File: config.mk
export PLATFORM = sky130hd
export DESIGN_NAME = xlr8_tone_gen
export DESIGN_NICKNAME = d
export VERILOG_FILES = /design/src/rtl/xlr8_tone_gen.sv
export SDC_FILE = /design/constraint.sdc
export NUM_CORES = 1
export LEC_CHECK = 0
export BUFFER_PORTS_ARGS = -buffer_cell sky130_fd_sc_hd__buf_2
export CORE_MARGIN = 2
export CORE_UTILIZATION = 37
export CTS_BUF_LIST = sky130_fd_sc_hd__clkbuf_8
export DETAILED_ROUTE_END_ITERATION = 10
export GPL_ROUTABILITY_DRIVEN = 0
export PLACE_DENSITY_LB_ADDON = 0.25
export SLEW_MARGIN = 10
export SYNTH_ARGS = -nofsm -noshare
export SYNTH_HDL_FRONTEND = slang
export SYNTH_SLANG_ARGS = --single-unit
File: constraint.sdc
create_clock -name clk_core -period 11.3 [get_ports clk_core]
set_input_delay 1.13 -clock clk_core [delete_from_list [all_inputs] [get_ports clk_core]]
set_output_delay 1.13 -clock clk_core [all_outputs]
set_load 0.03 [all_outputs]
File: src/rtl/xlr8_tone_gen.sv
`default_nettype none
// +--------------------------------------------------------------------------+
// | Module   : xlr8_tone_gen                                                 |
// | Purpose  : NCHAN-channel saw/square/triangle tone generator on the XLR8  |
// |            data-memory bus, mixed and volume-attenuated into a sample    |
// |            stream with a one-cycle valid strobe.                         |
// | Revision : 1.0 - initial release                                         |
// +--------------------------------------------------------------------------+
module xlr8_tone_gen #(
  parameter int         NCHAN           = 4,
  parameter int         AUDIO_BIT_WIDTH = 16,
  parameter int         PHASE_W         = 24,
  parameter int         CLK_HZ          = 16000000,
  parameter int         AUDIO_RATE      = 48000,
  parameter int         TICK_CYCLES     = 1000000,
  parameter logic [7:0] CHAN_SEL_ADDR   = 8'hE0,
  parameter logic [7:0] MODE_ADDR       = 8'hE1,
  parameter logic [7:0] RATE_ADDR       = 8'hE2,
  parameter logic [7:0] DUR_ADDR        = 8'hE3,
  parameter logic [7:0] VOLUME_ADDR     = 8'hE4,
  parameter logic [7:0] STATUS_ADDR     = 8'hE5
) (
  input  logic                       clk_core,
  input  logic                       rst,
  input  logic                       clken,
  input  logic [7:0]                 dbus_in,
  output logic [7:0]                 dbus_out,
  output logic                       io_out_en,
  input  logic [7:0]                 ramadr,
  input  logic                       ramre,
  input  logic                       ramwe,
  input  logic                       dm_sel,
  output logic [AUDIO_BIT_WIDTH-1:0] audio_out,
  output logic                       audio_valid,
  output logic [NCHAN-1:0]           busy
);

  // Channel-select storage is at least one bit wide so NCHAN=1 still elaborates.
  localparam int          c_sel_w   = (NCHAN > 1) ? $clog2(NCHAN) : 1;
  localparam int          c_log2n   = $clog2(NCHAN);
  localparam int          c_mix_w   = AUDIO_BIT_WIDTH + c_log2n;
  localparam int          c_div     = CLK_HZ / AUDIO_RATE;
  localparam int          c_div_w   = (c_div > 1) ? $clog2(c_div) : 1;
  localparam int          c_cnt_w   = $clog2(255 * TICK_CYCLES + 1);
  localparam logic [63:0] c_k       = (64'd8 << PHASE_W) / 64'(AUDIO_RATE);
  localparam logic [c_div_w-1:0] c_div_last = c_div_w'(c_div - 1);
  localparam logic [c_cnt_w-1:0] c_tick     = c_cnt_w'(TICK_CYCLES);
  localparam logic [5:0]         c_aw       = 6'(AUDIO_BIT_WIDTH);

  // Register state
  logic [c_sel_w-1:0]         chan_sel_q, chan_sel_d;
  logic [1:0]                 mode_q  [NCHAN];
  logic [1:0]                 mode_d  [NCHAN];
  logic [7:0]                 rate_q  [NCHAN];
  logic [7:0]                 rate_d  [NCHAN];
  logic [c_cnt_w-1:0]         cnt_q   [NCHAN];
  logic [c_cnt_w-1:0]         cnt_d   [NCHAN];
  logic [PHASE_W-1:0]         phase_q [NCHAN];
  logic [PHASE_W-1:0]         phase_d [NCHAN];
  logic [7:0]                 vol_q, vol_d;
  logic [NCHAN-1:0]           busy_q, busy_d;
  logic [c_div_w-1:0]         div_q, div_d;
  logic                       tick_q, tick_d;
  logic [AUDIO_BIT_WIDTH-1:0] audio_out_q, audio_out_d;
  logic                       audio_valid_q, audio_valid_d;

  // Combinational helpers
  logic                       w_sel_chan, w_sel_mode, w_sel_rate, w_sel_dur, w_sel_vol, w_sel_stat;
  logic                       w_wr, w_tick;
  logic [c_cnt_w-1:0]         w_dur_load;
  logic [AUDIO_BIT_WIDTH-1:0] w_wave;
  logic [c_mix_w-1:0]         w_mix;
  logic [AUDIO_BIT_WIDTH-1:0] w_avg, w_att;
  logic [7:0]                 w_chan_rd, w_status, w_rd;

  assign w_sel_chan = dm_sel && (ramadr == CHAN_SEL_ADDR);
  assign w_sel_mode = dm_sel && (ramadr == MODE_ADDR);
  assign w_sel_rate = dm_sel && (ramadr == RATE_ADDR);
  assign w_sel_dur  = dm_sel && (ramadr == DUR_ADDR);
  assign w_sel_vol  = dm_sel && (ramadr == VOLUME_ADDR);
  assign w_sel_stat = dm_sel && (ramadr == STATUS_ADDR);
  assign w_wr       = ramwe && clken;
  assign w_tick     = (div_q == c_div_last);
  assign w_dur_load = c_cnt_w'(dbus_in) * c_tick;

  // Zero-extended views of channel select and busy for bus reads
  always_comb begin
    w_chan_rd = '0;
    w_status  = '0;
    if (NCHAN > 1) begin
      w_chan_rd[c_sel_w-1:0] = chan_sel_q;
    end
    w_status[NCHAN-1:0] = busy_q;
  end

  // Read mux: OR of every selected register's value
  always_comb begin
    w_rd = '0;
    if (w_sel_chan) w_rd = w_rd | w_chan_rd;
    if (w_sel_mode) w_rd = w_rd | {6'b0, mode_q[chan_sel_q]};
    if (w_sel_rate) w_rd = w_rd | rate_q[chan_sel_q];
    if (w_sel_dur)  w_rd = w_rd | {7'b0, busy_q[chan_sel_q]};
    if (w_sel_vol)  w_rd = w_rd | vol_q;
    if (w_sel_stat) w_rd = w_rd | w_status;
  end

  assign dbus_out  = w_rd;
  assign io_out_en = ramre && (w_sel_chan || w_sel_mode || w_sel_rate ||
                               w_sel_dur  || w_sel_vol  || w_sel_stat);

  // Per-channel waveform, average over channels, then volume shift
  always_comb begin
    w_mix  = '0;
    w_wave = '0;
    for (int i = 0; i < NCHAN; i++) begin
      w_wave = '0;
      if (busy_q[i]) begin
        case (mode_q[i])
          2'b00:   w_wave = phase_q[i][PHASE_W-1 -: AUDIO_BIT_WIDTH];
          2'b01:   w_wave = {AUDIO_BIT_WIDTH{phase_q[i][PHASE_W-1]}};
          2'b10:   w_wave = phase_q[i][PHASE_W-1] ? ~phase_q[i][PHASE_W-2 -: AUDIO_BIT_WIDTH]
                                                  :  phase_q[i][PHASE_W-2 -: AUDIO_BIT_WIDTH];
          default: w_wave = '0;
        endcase
      end
      w_mix = w_mix + c_mix_w'(w_wave);
    end
    w_avg = AUDIO_BIT_WIDTH'(w_mix >> c_log2n);
    w_att = ({1'b0, vol_q[4:0]} >= c_aw) ? '0 : (w_avg >> vol_q[4:0]);
  end

  // Next-state: bus writes, duration countdown, phase advance, sample pipeline
  always_comb begin
    chan_sel_d = chan_sel_q;
    mode_d     = mode_q;
    rate_d     = rate_q;
    vol_d      = vol_q;
    for (int i = 0; i < NCHAN; i++) begin
      cnt_d[i]   = (cnt_q[i] != '0) ? cnt_q[i] - 1'b1 : '0;
      // inc is derived from the current rate, so a same-edge RATE write is not seen yet
      phase_d[i] = (w_tick && busy_q[i])
                 ? phase_q[i] + PHASE_W'(64'(rate_q[i]) * c_k)
                 : phase_q[i];
      busy_d[i]  = (cnt_q[i] != '0);
    end
    if (w_sel_chan && w_wr) chan_sel_d = (NCHAN > 1) ? dbus_in[c_sel_w-1:0] : '0;
    if (w_sel_mode && w_wr) mode_d[chan_sel_q] = dbus_in[1:0];
    if (w_sel_rate && w_wr) rate_d[chan_sel_q] = dbus_in;
    // A DUR write overrides the countdown, so a reload on the last cycle keeps busy high
    if (w_sel_dur && w_wr) begin
      cnt_d[chan_sel_q]   = w_dur_load;
      phase_d[chan_sel_q] = '0;
    end
    if (w_sel_vol && w_wr) vol_d = dbus_in;
    div_d         = w_tick ? '0 : div_q + 1'b1;
    tick_d        = w_tick;
    audio_valid_d = tick_q;
    audio_out_d   = tick_q ? w_att : audio_out_q;
  end

  // State registers, cleared asynchronously
  always_ff @(posedge clk_core or posedge rst) begin
    if (rst) begin
      chan_sel_q    <= '0;
      vol_q         <= '0;
      busy_q        <= '0;
      div_q         <= '0;
      tick_q        <= 1'b0;
      audio_out_q   <= '0;
      audio_valid_q <= 1'b0;
      for (int i = 0; i < NCHAN; i++) begin
        mode_q[i]  <= '0;
        rate_q[i]  <= '0;
        cnt_q[i]   <= '0;
        phase_q[i] <= '0;
      end
    end else begin
      chan_sel_q    <= chan_sel_d;
      vol_q         <= vol_d;
      busy_q        <= busy_d;
      div_q         <= div_d;
      tick_q        <= tick_d;
      audio_out_q   <= audio_out_d;
      audio_valid_q <= audio_valid_d;
      for (int i = 0; i < NCHAN; i++) begin
        mode_q[i]  <= mode_d[i];
        rate_q[i]  <= rate_d[i];
        cnt_q[i]   <= cnt_d[i];
        phase_q[i] <= phase_d[i];
      end
    end
  end

  assign audio_out   = audio_out_q;
  assign audio_valid = audio_valid_q;
  assign busy        = busy_q;

endmodule
`default_nettype wire

Yosys cells after proc, flatten, opt, wreduce, memory -nomap -nowiden

Cells that the tools add are included.

Shifts and indexed selects: 1
Divide/modulo/power cells: 0
Order comparisons: 4
Multiplexer cells: 49
Bitwise logic cells: 12
Multipliers: 5
Add/subtract/negate cells: 12
Reductions and logical operators: 31
Equal/unequal tests: 15

Operators with widths:

| operator                                            | number |
|---|---|
| case mux 16 bit (3 select lines)                    | 4 |
| 2-to-1 mux 16 bit                                   | 9 |
| 2-to-1 mux 28 bit                                   | 5 |
| 2-to-1 mux 24 bit                                   | 5 |
| bitwise mux 112 bit                                 | 1 |
| 2-to-1 mux 112 bit                                  | 1 |
| nonzero test 28 bit                                 | 4 |
| subtractor 28 x 1 -> 28 bit (second input constant) | 4 |
| adder 24 x 20 -> 24 bit                             | 4 |
| bitwise AND 96 bit                                  | 1 |
| 2-to-1 mux 96 bit                                   | 1 |
| NOT 96 bit                                          | 1 |
| multiplier 8 x 10 -> 18 bit (second input constant) | 4 |
| NOT 16 bit                                          | 4 |
| demux 28 bit (select 2 bit)                         | 1 |
| 2-to-1 mux 8 bit                                    | 7 |
| demux 24 bit (select 2 bit)                         | 1 |
| == test 8 bit (second input constant)               | 6 |
| bitwise mux 32 bit                                  | 1 |
| multiplier 8 x 14 -> 22 bit (second input constant) | 1 |
| adder 17 x 16 -> 18 bit                             | 1 |
| adder 18 x 16 -> 18 bit                             | 1 |
| logical AND 1 bit                                   | 18 |
| adder 16 x 16 -> 17 bit                             | 1 |
| 25 further kinds                                    | 43 |

Bits in latches: 0
Memories kept: 0
Bits of input ports: 22
RAM bits: 0
Logic and storage cells: 152
Flip-flop bits (word level): 289
Memory bits (read-only): 0

Depth between registers and ports, before layout

Gate-level depths: netlist of the first run.

Word-level depth: 14
Depth in mapped cells: 25
Mapped depth without buffers: 25

Worst setup path after synthesis of the first run

Ideal clock, no wire load.

Path kind: register -> register
Start: register rate_q[29] (netlist name)
End: register phase_q[95] (netlist name)
Cell stages (with the launch flop): 21
Buffers on the path: 0
Arrival time: 5.499 ns
Library setup time: 0.066 ns
Slack: 5.735 ns
Required time: 11.234 ns
Cells stage by stage: dfrtp_1 > fa_1 > xor2_1 > ha_1 > fa_1 > inv_1 > fa_1 > inv_1 > ha_1 > and3_1 > a21oi_1 > o21ai_0 > o41ai_1 > or4b_2 > o211ai_1 > ha_1 > a21oi_1 > nor3b_1 > a21oi_1 > a311o_1 > nand2_1

RTL lines:

| what                             | RTL line | source |
|---|---|---|
| start: declaration               | 54       | `logic [7:0] rate_q [NCHAN];` |
| start signal: indexed assignment | 187      | `rate_q[i] <= rate_d[i];` |
| end signal: indexed assignment   | 189      | `phase_q[i] <= phase_d[i];` |
| end: declaration                 | 58       | `logic [PHASE_W-1:0] phase_q [NCHAN];` |

==> key figures, run 1 <==
Outcome
  • Outcome: complete, no violations

Finish
  • Antenna Cells: 0
  • Area grow syn2layout: 8.59%
  • Nets: roughly 3,800
  • Share of layout cells above drive strength 1: 0.0795

Timing
  • Final Cycle Share: 0.558
  • Worst Slack Setup Final: ~5 ns
  • Setup total negative slack: 0 ns
  • Setup-failing EPs final: 0
  • Fmax: between 0.15 and 0.2 GHz
  • Clk_skew: 0.0335 ns
  • Final Hold Viols: 0
  • Worst slew margin: 0.220
  • Crit path time final: 6.30 ns
  • Worst Tran Pin Value: 1.17 ns
  • RSZ-0062 raised after global routing: false
  • Fin. max-slew vios: 0

Worst setup path
  • FF-to-FF setup slack: 5.00 ns
  • R2R cell count: 21
  • Worst setup EP type: flip-flop
  • Crit-path max FO: 6
  • Startpoint types: flip-flop
  • Reg2reg start: rate_q[27]
  • CP Data Arrival Time: 6.93 ns
  • Critical path origin: rate_q[27]
  • Critical R2R Capture: phase_q[95]
  • CP Class: flip-flop to flip-flop
  • Req. time, crit path: about 12 ns

Worst hold path
  • Hold Crit Start: audio_valid_d
  • WHS Endpoint: audio_valid
  • Hold path depth: 0
  • Worst min path class: flip-flop to flip-flop

Floorplanning
  • Initial Util: 0.373
  • Core Area: 0.0775 mm2
  • Chip height: ~280 um
  • Die footprint: 0.0804 mm2
  • IO Pins: 52
  • Site row count: between 100 and 150
  • Die X: ~280 um

Route
  • DR DRC count: 0
  • Routed vias/inst: 5.28
  • Via count: 23,300
  • DR iter-0 viols: 1,421
  • Antenna Nets Post-Route: 0
  • Total Wirelength: 77.5 mm
  • First-pass DRT Iterations: 5
  • DR WL/cell: around 18 um

Synthesis
  • Count leader, synth: inv_1
  • Net Count, Synth: a little under 4,000
  • Top-area cell type share of the netlist area: 0.243
  • Synth area leader: dfrtp_1
  • Mapped Area: 0.0289 mm2
  • Most used DFF post-synth: dfrtp_1
  • Post-synth top cells: inv_1 (364), ha_1 (336), dfrtp_1 (281)
  • Netlist cell types: between 90 and 100
  • Post-synthesis sequential area ratio: 0.243
  • EDFF count, synth: 0
  • Ys Warns: 0
  • Syn Area/Cell: 8.67 um2
  • Dominant cells by area after synthesis: dfrtp_1 (24%), ha_1 (15%), fa_1 (10%)
  • Mapped Cells: 3,338
  • Post-synthesis register bit count: 281
  • Post-synth ARST share: 1.00

Clock network
  • Total CTS buffers: 58
  • Clk slew on worst S/H paths: 0.06 ns
  • Hold_buf cts: 0
  • Worst-skew pair later-pin latency: 0.70 ns
  • # H-tree levels: 2
  • Post-CTS setup buffers: 0
  • Post_cts resized: 0
  • Clock buffer depth: 3
  • Root buffer cell: clkbuf_8
  • Clock tree sinks: 281
  • CTS tree: yes

GRT
  • Largest net degree at the start of global routing: about 100
  • Global-route wire length before repair: 125 mm
  • Tot GR Track Use: 0.192
  • Vias in the first global route: 22,800
  • GRT overflow: 0
  • Initial antenna violation count: 1

Run
  • Max-cap violations: 0

Placed design
  • Hpwl dp: between 50 and 60 mm
  • Pre-CTS WS: 5.05 ns
  • I/O Buffers: 51

Pwr
  • Total power draw: roughly 0.0028 W
  • Peak supply drop: 0.0892 mV
  • LEAKAGE: 14.9 nW
  • Power per cell area: between 90 and 100 mW/mm2
## cell families after synthesis
logic type,Yosys count,synth area share
and+or+nand+nor,993,0.170
AOI/OAI and AO/OA,748,0.167
buffers and inverters,508,0.0675
adders and majority gates,481,0.246
DFF,281,0.243
xor gates and xnor gates,262,0.0793
muxes,65,0.0279
## critical path, stage by stage (launching register included)
cell	delay, ns
dfrtp_1	0.49
inv_1	0.14
fa_1	0.51
inv_1	0.04
ha_1	0.28
fa_1	0.49
inv_1	0.06
fa_1	0.50
inv_1	0.05
ha_1	0.30
a21o_1	0.19
a21oi_1	0.21
o21ai_0	0.16
o41ai_1	0.57
or4b_2	0.65
o211ai_1	0.15
ha_1	0.30
a21oi_1	0.27
nor3b_1	0.30
a21oi_1	0.13
a311o_1	0.38
nand2_1	0.06
## layout by cell type, fill, tap and decap left out, types with 9 or more instances in the layout
| cell | Yosys | routed |
|---|---|---|
| clkinv_2 | 0 | 12 |
| nand2b_1 | 32 | 32 |
| xnor2_1 | 186 | 186 |
| mux4_2 | 9 | 9 |
| a211oi_1 | 83 | 83 |
| o21a_1 | 23 | 23 |
| or4_1 | 17 | 17 |
| buf_4 | 2 | 14 |
| o211ai_1 | 17 | 17 |
| a21o_1 | 42 | 42 |
| inv_1 | 364 | 375 |
| xor2_1 | 76 | 76 |
| nand3b_1 | 10 | 10 |
| mux2_2 | 35 | 35 |
| and2_1 | 29 | 27 |
| buf_2 | 7 | 51 |
| dfrtp_1 | 281 | 281 |
| clkbuf_8 | 0 | 73 |
| nor2b_1 | 40 | 40 |
| or3_1 | 32 | 32 |
| fa_1 | 145 | 145 |
| o21ai_0 | 191 | 191 |
| mux2i_1 | 21 | 21 |
| nand3_1 | 87 | 87 |
| and3_1 | 24 | 23 |
| nor2_1 | 262 | 262 |
| nor3_1 | 87 | 87 |
| o22ai_1 | 32 | 32 |
| a21oi_1 | 170 | 170 |
| o21ai_1 | 10 | 10 |
| or2_2 | 19 | 19 |
| nand4_1 | 13 | 13 |
| nand2_1 | 260 | 260 |
| a31oi_1 | 15 | 15 |
| nor4_1 | 25 | 23 |
| nor4b_1 | 11 | 11 |
| ha_1 | 336 | 336 |
| o31ai_1 | 46 | 46 |
| a21boi_0 | 10 | 10 |
## state kept, by name, summed over array words and instances, names as in the netlist
register / cells
audio_valid: 1
audio_valid_d: 1
busy: 4
audio_out: 16
vol_q: 8
div_q: 9
cnt_q: 112
mode_q: 8
rate_q: 32
phase_q: 88
chan_sel_q: 2
## worst max path at each step
stage | endpoint | slack (ns) | depth (start not counted)
floorplan | audio_out[0] | 2.42 | 1
global placement | phase_q[69] | 5.08 | 22
detailed placement | phase_q[71] | 5.05 | 22
CTS | phase_q[71] | 4.98 | 22
global route | phase_q[71] | 4.42 | 22
finish | phase_q[95] | 5.00 | 21
## where the power goes
part	internal, W	switching, W	total (W)	leakage (nW)
Combinational	0.000174	0.000339	0.000512	10.9
Clock	0.000749	0.000535	0.00128	0.750
Sequential	0.00103	0.0000263	0.00105	3.20
## per-stage QoR
step	utilization	cells	cell area, um2	hold slack, ns
3_3_place_gp	0.388	4302	30000	0.398
2_1_floorplan	-	3338	28900	0.382
5_1_grt	0.406	4411	31400	0.429
4_1_cts	0.406	4411	31400	0.413
6_report	0.406	4411	31400	0.407
3_5_place_dp	0.388	4302	30000	0.401
## layer usage
layer	vias up	GRT usage	part of all wire
li1	11600	-	-
met1	11200	0.265	0.48
met2	460	0.309	0.45
met3	97	0.0313	0.047
met4	0	0.0544	0.025
met5	-	0	0
## final cells by class
type / count / area, um2
clock buffers: 73 / 1000
clock inverters: 36 / 370
fillers: 7850 / 46100
inverters: 367 / 1390
multi-input cells: 2549 / 20000
flip-flops and latches: 281 / 7030
well taps: 1040 / 1300
repair buffers: 65 / 360
Power figures use the tool's default switching activity.
==> inputs of run 2 (changes only) <==
clock period = 6.45 ns   (was 11.3 ns; I/O delays follow)
==> run 2 against run 1 <==
- global-route usage about the same
- critical endpoint is now phase_q[93]
- sequential share of layout area about the same
- worst setup slack got worse by 4.6 ns
- largest power group unchanged
- sequential cell count unchanged
==> key figures, run 2 (synthesis results as in run 1) <==
Clock network
  • Clock buffer depth: 3
  • Clk slew on worst S/H paths: 0.06 ns
  • # H-tree levels: 2
  • Total CTS buffers: 56
  • Root buffer cell: clkbuf_8
  • Worst-skew pair later-pin latency: 0.71 ns
  • Clock tree sinks: 281
  • CTS tree: yes
  • Hold_buf cts: 0

Worst setup path
  • Critical path's top delay family: adder cells
  • Cells along the critical path: inv_1 -> fa_1 -> inv_1 -> ha_1 -> fa_1 -> inv_1 -> fa_1 -> inv_1 -> ha_1 -> a21o_1 -> a21oi_1 -> o21ai_0 -> o41ai_1 -> buf_4 -> or4b_2 -> o211ai_1 -> ha_1 -> a21oi_1 -> nand2_1 -> o21ai_0 -> a2111oi_1 -> xnor2_1 -> nor2_1
  • Crit-path max FO: 6
  • CP Class: flip-flop to flip-flop
  • CP Data Arrival Time: 6.56 ns
  • Slowest stage delay, CP: between 0.5 and 0.6 ns
  • Req. time, crit path: 7.01 ns
  • Slowest CP cell: or4b_2
  • Most numerous cell on the critical path: inv_1
  • Worst setup EP type: flip-flop
  • CP Buf/Inv Count: 5
  • Startpoint types: flip-flop

Route
  • DR DRC count: 0
  • DR iter-0 viols: 1,386
  • First-pass DRT Iterations: 5
  • Antenna Nets Post-Route: 0
  • DR WL/cell: 17.5 um
  • Routed vias/inst: around 5.3
  • Total Wirelength: 77.3 mm
  • Via count: about 23,000

Finish
  • Most common cell after layout, fill and taps aside: inv_1
  • Multi-input combinational cell area: 0.0200 mm2
  • Filler Cells Inserted: 7,885
  • Share of layout cells above drive strength 1: 0.0851
  • Most frequent cells in the layout: inv_1 (371), ha_1 (336), dfrtp_1 (281)
  • Biggest registers after layout: cnt_q x112, phase_q x88, rate_q x32
  • Top reg by flops: cnt_q
  • Area grow syn2layout: 8.80%
  • Antenna Cells: 0
  • Nets: 3,843
  • FF+latch area: 0.00703 mm2
  • Largest register FFs: 112

Timing
  • Worst Tran Pin Value: roughly 1.1 ns
  • Setup total negative slack: 0 ns
  • Worst slew margin: 0.272
  • Final Hold Viols: 0
  • Clk_skew: 0.0502 ns
  • Crit path time final: 6.01 ns
  • Fmax: 0.167 GHz
  • Fin. max-slew vios: 0
  • Final Cycle Share: 0.931
  • Fin Hold WS: 0.0492 ns
  • Setup-failing EPs final: 0
  • RSZ-0062 raised after global routing: false

Floorplanning
  • Die footprint: 0.0804 mm2
  • Die X: 284 um
  • Chip height: 284 um
  • Site row count: 102
  • Initial Util: 0.373
  • IO Pins: 52
  • Core Area: 0.0775 mm2

Worst hold path
  • Worst min path class: input port to async pin

GRT
  • Initial antenna violation count: 2
  • Vias in the first global route: approximately 23,000
  • Largest net degree at the start of global routing: 110
  • Global-route wire length before repair: 124 mm
  • GRT overflow: 0
  • Tot GR Track Use: 0.192

Pwr
  • LEAKAGE: 14.9 nW
  • Power per cell area: 154 mW/mm2
  • Peak supply drop: between 0.2 and 0.25 mV

Outcome
  • Outcome: complete, no violations

Placed design
  • I/O Buffers: 51
  • Hpwl dp: 59.2 mm

Run
  • Max-cap violations: 0
==> run 2: path summary, 6_finish.rpt <==
check	from	end	slack, ns	depth (start not counted)
max	rate_q[26]	phase_q[93]	0.44	23
min	rst	cnt_q[2]	0.05	2
max reg2reg	rate_q[26]	phase_q[93]	0.44	23
min reg2reg	audio_valid_d	audio_valid	0.41	0
max in group asynchronous	rst	audio_out[10]	4.93	4
min in group clk_core	dbus_in[2]	rate_q[2]	0.35	3
==> run 2: metal layers <==
| layer | part of all wire | GRT usage |
|---|---|---|
| met4 | 0.030 | 0.0608 |
| met5 | 0 | 0 |
| met2 | 0.46 | 0.317 |
| met3 | 0.047 | 0.0293 |
| met1 | 0.47 | 0.257 |
==> run 2: layout make-up <==
| cell class | instances | area share |
|---|---|---|
| timing repair buffer | 85 | 0.0166 |
| multi-input combinational | 2549 | 0.635 |
| sequential | 281 | 0.223 |
| clock inverter | 30 | 0.00851 |
| clock buffer | 72 | 0.0315 |
| inverter | 367 | 0.0439 |
| tap | 1040 | 0.0413 |
==> run 2: what timing repair did <==
action	4_1_cts	5_1_grt
setup buffers	0	0
endpoints found under the setup margin	0	7
resized for setup	0	6
==> run 2: worst reg2reg max path: cells and delay by family, from the launching register on <==
kind,cells,cell delay [ns]
fa+ha+maj,6,2.39
simple gates,3,0.70
buf+inv,5,0.43
xor+xnor,1,0.18
compound gates,8,1.65
flops,1,0.50
==> run 2: where the power goes <==
part	switching (W)	internal, W
Clock	0.000910	0.00117
Sequential	0.0000453	0.00180
Combinational	0.000606	0.000315
==> run 2: per-stage QoR <==
stage               setup slack, ns   util  cell area [um2]  instances  power (W)
CTS                           0.231  0.406            31500       4424    0.00491
global placement              0.338  0.390            30200       4322    0.00279
global route                0.00134  0.406            31500       4424    0.00509
floorplan                     0.885      -            28900       3338    0.00247
finish                        0.444  0.406            31500       4424    0.00485
detailed placement            0.278  0.390            30200       4322    0.00279
==> inputs of run 3 (changes only) <==
PLACE_DENSITY = 0.61   (was not set)
PLACE_DENSITY_LB_ADDON = not set   (was 0.25)
==> run 3 against run 2 <==
- final cell count hardly changed
- critical path depth fell by 1
- sequential power is essentially flat
- highest routed layer unchanged
==> key figures, run 3 (synthesis results as in run 1) <==
Outcome
  • Outcome: complete, no violations

Timing
  • Setup-failing EPs final: 0
  • Fmax: 0.166 GHz
  • Setup total negative slack: 0 ns
  • Final Cycle Share: 0.935
  • Worst slew margin: 0.285
  • Clk_skew: around 0.039 ns
  • Worst Tran Pin Value: 1.07 ns
  • Crit path time final: 6.03 ns
  • Fin. max-slew vios: 0
  • Worst Slack Setup Final: 0.416 ns
  • Final Hold Viols: 0
  • RSZ-0062 raised after global routing: false

Worst setup path
  • Slowest CP cell: fa_1
  • Most numerous cell on the critical path: inv_1
  • Cells along the critical path: inv_1 -> fa_1 -> inv_1 -> ha_1 -> fa_1 -> inv_1 -> fa_1 -> inv_1 -> ha_1 -> a21boi_0 -> o21ai_0 -> a21boi_0 -> o2111ai_1 -> a31oi_1 -> xor2_1 -> ha_1 -> nand3_1 -> a2111oi_1 -> o311ai_0 -> a21oi_1 -> xnor2_1 -> nor2_1
  • CP Data Arrival Time: 6.56 ns
  • Startpoint types: flip-flop
  • Crit-path max FO: 6
  • Req. time, crit path: 6.98 ns
  • Slowest stage delay, CP: 0.54 ns
  • CP Class: flip-flop to flip-flop
  • Worst setup EP type: flip-flop

Clock network
  • Total CTS buffers: 56
  • Root buffer cell: clkbuf_8
  • Worst-skew pair later-pin latency: roughly 0.69 ns
  • # H-tree levels: 2
  • CTS tree: yes
  • Post-CTS setup buffers: 0
  • Clock tree sinks: about 280
  • Clk slew on worst S/H paths: 0.06 ns
  • Clock buffer depth: 3

Floorplanning
  • Chip height: roughly 280 um
  • Core Area: between 0.07 and 0.08 mm2
  • Site row count: 102
  • Die X: 284 um
  • Die footprint: just over 0.08 mm2
  • IO Pins: 52
  • Initial Util: 0.373

GRT
  • Largest net degree at the start of global routing: 137
  • Vias in the first global route: 22,300
  • GRT overflow: 0
  • Initial antenna violation count: 3
  • Tot GR Track Use: 0.189
  • Global-route wire length before repair: between 100 and 150 mm

Pwr
  • Power per cell area: 151 mW/mm2
  • LEAKAGE: 14.9 nW
  • Peak supply drop: between 0.15 and 0.2 mV
  • Total power draw: 0.00476 W

Finish
  • Largest register FFs: roughly 110
  • Share of layout cells above drive strength 1: 0.0827
  • Nets: 3,845
  • Most frequent cells in the layout: inv_1 (379), ha_1 (336), dfrtp_1 (281)
  • Design Area, Final: between 0.03 and 0.04 mm2
  • Biggest registers after layout: cnt_q x112, phase_q x88, rate_q x32
  • Final core occ: 0.406
  • Most common cell after layout, fill and taps aside: inv_1
  • Area grow syn2layout: 8.65%
  • Top reg by flops: cnt_q

Route
  • Via count: 23,600
  • Total Wirelength: between 70 and 80 mm
  • First-pass DRT Iterations: 7
  • Routed vias/inst: around 5.3
  • DR WL/cell: 17.3 um
  • DR iter-0 viols: ~1,500
  • DR DRC count: 0
  • Antenna Nets Post-Route: 0

Placed design
  • Area of placed instances: a little over 0.03 mm2
  • I/O Buffers: 51
  • Hpwl dp: 58.3 mm
  • Pre-CTS WS: 0.367 ns

Worst hold path
  • Worst min path class: input port to async pin

Run
  • Max-cap violations: 0
-- run 3: final timing paths --
check / slack [ns] / endpoint / cells past startpoint / startpoint
min in group clk_core: 0.41 / rate_q[3] / 3 / dbus_in[3]
min reg2reg: 0.41 / audio_valid / 0 / audio_valid_d
max reg2reg: 0.42 / phase_q[71] / 22 / rate_q[18]
max in group asynchronous: 4.77 / cnt_q[54] / 4 / rst
max: 0.42 / phase_q[71] / 22 / rate_q[18]
min: 0.08 / cnt_q[3] / 2 / rst
-- run 3: final cells by class --
cell class                 instances  area [um2]
timing repair buffer              87         538
antenna                            1        2.50
clock inverter                    30         233
inverter                         367        1380
sequential                       281        7030
multi-input combinational       2549       20000
tap                             1040        1300
fill                            7818       46000
clock buffer                      70         963
-- run 3: worst max-delay path: cells and delay by family, from the launching register on --
kind	cells	cell delay, ns
flops	1	0.49
compound gates	8	2.20
fa+ha+maj	6	2.52
simple gates	2	0.15
xor+xnor	2	0.26
buf+inv	4	0.24
-- run 3: metrics by stage --
step | cells | hold WS [ns]
3_5_place_dp | 4324 | 0.403
6_report | 4425 | 0.0837
4_1_cts | 4424 | 0.0621
5_1_grt | 4424 | 0.104
2_1_floorplan | 3338 | 0.382
3_3_place_gp | 4324 | 0.402
-- run 3: power by group --
group          switching [W]  internal [W]  total (W)
Clock               0.000903       0.00110    0.00200
Sequential         0.0000435       0.00180    0.00184
Combinational       0.000599      0.000315   0.000914
Total                0.00155       0.00321    0.00476
-- run 3: repair_timing --
action	CTS	global route
resized for setup	0	6
hold endpoints to repair	0	0
endpoints found under the setup margin	0	8
hold buffers	0	0
-- run 3: routing by layer --
layer,vias to the layer above,share of wire,global-route usage
met5,-,0,0
met1,11200,0.46,0.262
met2,596,0.44,0.297
met3,122,0.069,0.0408
li1,11600,-,-
met4,0,0.028,0.0528
